### src/rtl/branch_resolver.sv
// Branch resolver: carries BTB predictions from IF to EX, compares them with the
// real outcome, issues redirects, drives the BTB update port and keeps counters.
module branch_resolver #(
    parameter int CNT_W = 32
) (
    input  logic             clk,
    input  logic             rst,
    input  logic             if_valid,
    input  logic [31:0]      pc_if,
    input  logic             pred_taken_if,
    input  logic [31:0]      pred_target_if,
    input  logic             stall_d,
    input  logic             stall_e,
    input  logic             flush_e,
    input  logic             is_branch_ex,
    input  logic             taken_ex,
    input  logic [31:0]      target_ex,
    output logic             redirect,
    output logic [31:0]      redirect_pc,
    output logic [31:0]      btb_pc_ex,
    output logic             btb_is_branch,
    output logic             btb_branch,
    output logic [31:0]      btb_branch_pc,
    output logic [CNT_W-1:0] branch_cnt,
    output logic [CNT_W-1:0] mispred_cnt
);

    localparam logic [CNT_W-1:0] CntMax = '1;

    logic             dValid_q, dValid_d;
    logic [31:0]      dPc_q, dPc_d;
    logic             dPtaken_q, dPtaken_d;
    logic [31:0]      dPtarget_q, dPtarget_d;
    logic             eValid_q, eValid_d;
    logic [31:0]      ePc_q, ePc_d;
    logic             ePtaken_q, ePtaken_d;
    logic [31:0]      ePtarget_q, ePtarget_d;
    logic [CNT_W-1:0] branchCnt_q, branchCnt_d;
    logic [CNT_W-1:0] mispredCnt_q, mispredCnt_d;

    logic        resolve;
    logic        mispredTaken;
    logic        mispredNotTaken;
    logic        mispredNonBranch;
    logic [31:0] ePcPlus4;

    // Resolution is held off while EX is stalled so each instruction acts exactly once.
    always_comb begin
        resolve          = eValid_q & ~stall_e;
        ePcPlus4         = ePc_q + 32'd4;
        mispredTaken     = is_branch_ex & taken_ex & (~ePtaken_q | (ePtarget_q != target_ex));
        mispredNotTaken  = is_branch_ex & ~taken_ex & ePtaken_q;
        mispredNonBranch = ~is_branch_ex & ePtaken_q;

        redirect      = resolve & (mispredTaken | mispredNotTaken | mispredNonBranch);
        redirect_pc   = (resolve & mispredTaken) ? target_ex : ePcPlus4;
        btb_is_branch = resolve & is_branch_ex;
        btb_pc_ex     = ePc_q;
        btb_branch    = taken_ex;
        btb_branch_pc = target_ex;
        branch_cnt    = branchCnt_q;
        mispred_cnt   = mispredCnt_q;
    end

    always_comb begin
        dValid_d   = dValid_q;
        dPc_d      = dPc_q;
        dPtaken_d  = dPtaken_q;
        dPtarget_d = dPtarget_q;
        if (redirect) begin
            dValid_d = 1'b0;
        end else if (!stall_d) begin
            dValid_d   = if_valid;
            dPc_d      = pc_if;
            dPtaken_d  = pred_taken_if;
            dPtarget_d = pred_target_if;
        end

        eValid_d   = eValid_q;
        ePc_d      = ePc_q;
        ePtaken_d  = ePtaken_q;
        ePtarget_d = ePtarget_q;
        if (redirect || flush_e) begin
            eValid_d = 1'b0;
        end else if (!stall_e) begin
            eValid_d   = dValid_q;
            ePc_d      = dPc_q;
            ePtaken_d  = dPtaken_q;
            ePtarget_d = dPtarget_q;
        end

        branchCnt_d  = branchCnt_q;
        mispredCnt_d = mispredCnt_q;
        if (btb_is_branch && (branchCnt_q != CntMax)) begin
            branchCnt_d = branchCnt_q + CNT_W'(1);
        end
        if (redirect && (mispredCnt_q != CntMax)) begin
            mispredCnt_d = mispredCnt_q + CNT_W'(1);
        end
    end

    always_ff @(posedge clk or negedge rst) begin
        if (!rst) begin
            dValid_q     <= 1'b0;
            dPc_q        <= '0;
            dPtaken_q    <= 1'b0;
            dPtarget_q   <= '0;
            eValid_q     <= 1'b0;
            ePc_q        <= '0;
            ePtaken_q    <= 1'b0;
            ePtarget_q   <= '0;
            branchCnt_q  <= '0;
            mispredCnt_q <= '0;
        end else begin
            dValid_q     <= dValid_d;
            dPc_q        <= dPc_d;
            dPtaken_q    <= dPtaken_d;
            dPtarget_q   <= dPtarget_d;
            eValid_q     <= eValid_d;
            ePc_q        <= ePc_d;
            ePtaken_q    <= ePtaken_d;
            ePtarget_q   <= ePtarget_d;
            branchCnt_q  <= branchCnt_d;
            mispredCnt_q <= mispredCnt_d;
        end
    end

endmodule

### config.mk
export PLATFORM = sky130hd
export DESIGN_NAME = branch_resolver
export DESIGN_NICKNAME = d
export VERILOG_FILES = /design/src/rtl/branch_resolver.sv
export SDC_FILE = /design/constraint.sdc
export NUM_CORES = 1
export LEC_CHECK = 0
export CORE_ASPECT_RATIO = 1.25
export CORE_MARGIN = 2
export CORE_UTILIZATION = 52
export CTS_CLUSTER_DIAMETER = 80
export DETAILED_ROUTE_END_ITERATION = 8
export PLACE_DENSITY = 0.88
export SKIP_LAST_GASP = 1
export SLEW_MARGIN = 20
export SYNTH_ARGS = -nofsm -noshare
export SYNTH_HDL_FRONTEND = slang
export SYNTH_SLANG_ARGS = --single-unit
### constraint.sdc
create_clock -name clk -period 4.4 [get_ports clk]
set_clock_uncertainty 0.05 [all_clocks]
set_input_delay 0.88 -clock clk [delete_from_list [all_inputs] [get_ports clk]]
set_output_delay 0.88 -clock clk [all_outputs]
set_load 0.05 [all_outputs]
==> flow_summary.yaml <==
run_status:
  outcome: "finished clean"
floorplan:
  num_rows: 55
  die_y_um: 156.1
  ios: 268
  die_w_um: 125.7
  core_area_sq_um: 18100
  initial_core_util_pct: 53.15
  dieArea_sq_um: 19610
place:
  dpl-instance-area_sq_um: 12730
  numPortBuffers: 267
  place_hpwl_um: 19590
  pre_cts_ws_ns: 0.08935
  place.gp.congestion: 0.9563
timing:
  worst_pin_slew_ns: 0.9673
  setup_violations: 0
  fmax_mhz: 236.3
  rsz0062_at_grt: "false"
  timing.final.crit_share_pct: 96.16
  slew_violations: 0
  hold_viol: 0
  timing.final.ws_setup_ns: 0.1689
  fin_tns_setup_ns: 0
  fin_crit_ns: 4.231
  timing.slew.headroom_pct: 35.52
clock_network:
  post-cts-setup-buffers: 0
  worstSkewPairLatency_ns: 0.42
  cts_root_buf: "clkbuf_16"
  cts_buffers: 17
  clock_path_buffers: 2
  cts_tree: "yes"
  clock_sinks: 196
  clk_pin_slew_worst_paths_ns: 0.07
  cts.htree.levels: 4
  cts-resized-gates: 0
  postCtsHoldBufs: 0
logic_synthesis:
  ys_top_cells_by_count: "dfrtp_1 (196), mux2_2 (113), xnor2_1 (80)"
  synth_top_area_share_pct: 50.99
  yosys.area.top_type: "dfrtp_1"
  syn-num-nets: 901
  synthTopCellsByArea: "dfrtp_1 (51%), mux2_2 (13%), xnor2_1 (7.3%)"
  synth_flop_cell: "dfrtp_1"
  synthCells: 793
  synth_enable_flop_cells: 0
  synth_area_sq_um: 9619
  synth.distinct_cells: 42
  synth.most_common_cell: "dfrtp_1"
  yosysWarningCount: 0
  syn_area_per_cell_sq_um: 12.13
  async_flop_share_pct: 100.0
  yosysSeqAreaShare_pct: 50.99
  ys_seq_elements: 196
power:
  internal_power_mw: 3.979
  clkPwrFrac_pct: 26.3
  p_sw_share_pct: 35.26
  p_leak_nw: 5.581
  p_per_area_nw_per_um2: 460.2
  ir_worst_vdd_v: 0.0003505
  power_frac_comb_pct: 36.2
  p_switching_mw: 2.168
  power_frac_seq_pct: 37.5
worst_hold_path:
  whs_path_depth: 1
  hp-class: "reg -> reg"
detailed_routing:
  vias_per_cell: 5.542
  drtIter0Drc: 427
  drc: 0
  antenna_left: 0
  routedWlPerCell_um: 20.22
  vias: 7088
  wl_um: 25870
  firstDrtPassIters: 4
critical_path:
  startpoint_type: "input port"
  ff2ff_path_depth: 7
  critPathRequiredTime_ns: 3.47
  cp.arrival_ns: 3.30
  path_max_fanout: 30
  endpoint_kind: "output port"
  crit_type: "in -> out"
cells_and_area:
  fillCellCount: 1184
  nets: 1145
  finalInstanceArea_sq_um: 13360
  drive_gt1_share_pct: 19.83
  multiInputGateArea_sq_um: 4298
  regArea_sq_um: 4905
  syn2layout_area_growth_pct: 38.88
global_routing:
  grt_pass1_vias: 7483
  antenna_found_initial: 2
  grt_max_degree: 120
  grt_overflow_total: 0
  grt_pass1_wl_um: 40830
  track_usage_pct: 26.80
run:
  maxCapViolCount: 0
## state kept, by name (all words and copies together) (netlist names)
| signal | cells |
|---|---|
| ePtaken_q | 1 |
| dPtarget_q | 32 |
| dValid_q | 1 |
| btb_pc_ex | 32 |
| eValid_q | 1 |
| branch_cnt | 32 |
| ePtarget_q | 32 |
| dPtaken_q | 1 |
| dPc_q | 32 |
| mispred_cnt | 32 |
## layer usage
metal | share of wire (%) | GRT usage (%) | wire length (um)
met4 | 3.8 | 12.65 | 982
met1 | 40 | 33.28 | 10420
met2 | 51 | 45.28 | 13070
met3 | 5.4 | 5.144 | 1393
met5 | 0 | 0 | 0
## layout by cell type (no fill, tap or decap), types with 3 or more instances in the layout
master,instances
clkdlybuf4s50_1,233
dfrtp_1,196
mux2_2,113
xnor2_1,78
mux2_1,50
nand2_1,44
xor2_1,42
nand3_1,37
buf_12,37
nand4_1,32
nor2_1,25
nor3_1,21
clkbuf_16,17
nor4_1,16
buf_4,16
inv_1,13
and3_1,12
or4_1,11
inv_6,6
and2_1,5
and4_1,4
mux2i_1,3
ha_1,3
bufinv_16,3
## power by group through the flow
stage,combinational [mW],clock [mW],sequential [mW]
floorplan,0.951,0,2.63
global placement,2.21,0,2.31
detailed placement,2.23,0,2.33
CTS,2.24,1.64,2.30
global route,2.32,1.73,2.34
finish,2.23,1.62,2.30
## final cells by class
cell class | count | share of cell area (%)
antenna | 2 | 0.03746
clock buffer | 19 | 3.316
clock inverter | 12 | 1.255
inverter | 13 | 0.3653
multi-input combinational | 522 | 32.17
sequential | 196 | 36.71
tap | 228 | 2.135
timing repair buffer | 287 | 24.00
## through the flow
step | util, % | hold slack (ns) | cells | total power [mW]
after floorplan | - | 0.4022 | 793 | 3.579
after global placement | 70.33 | 0.4114 | 1246 | 4.518
after detailed placement | 70.33 | 0.4184 | 1246 | 4.558
after CTS | 73.70 | 0.4358 | 1277 | 6.184
after global routing | 73.81 | 0.4471 | 1279 | 6.391
final | 73.81 | 0.4303 | 1279 | 6.147
## worst paths after layout
check | start | end | slack, ns
max | target_ex[24] | redirect_pc[4] | 0.17
max in group asynchronous | rst | btb_pc_ex[0] | 2.85
min in group asynchronous | rst | dPc_q[21] | 0.51
min | dPc_q[6] | dPc_q[6] | 0.43
min reg2reg | dPc_q[6] | dPc_q[6] | 0.43
max reg2reg | ePtarget_q[5] | dPc_q[9] | 1.59
## logic make-up after synthesis
family,count (synthesis),synth area share (%)
and+or+nand+nor,222,12.64
muxes,166,19.39
DFF,196,50.99
buffers and inverters,75,4.787
xor gates and xnor gates,122,11.11
AOI/OAI and AO/OA,9,0.6893
adders and majority gates,3,0.3903
## worst max-delay path, stage by stage
cell             delay (ns)
clkdlybuf4s50_1        0.56
xnor2_1                0.32
nand4_1                0.16
nor4_1                 0.24
nand3_1                0.12
o211a_1                0.31
buf_12                 0.21
mux2_2                 0.32
buf_12                 0.16
(Power assumes the default switching activity.)
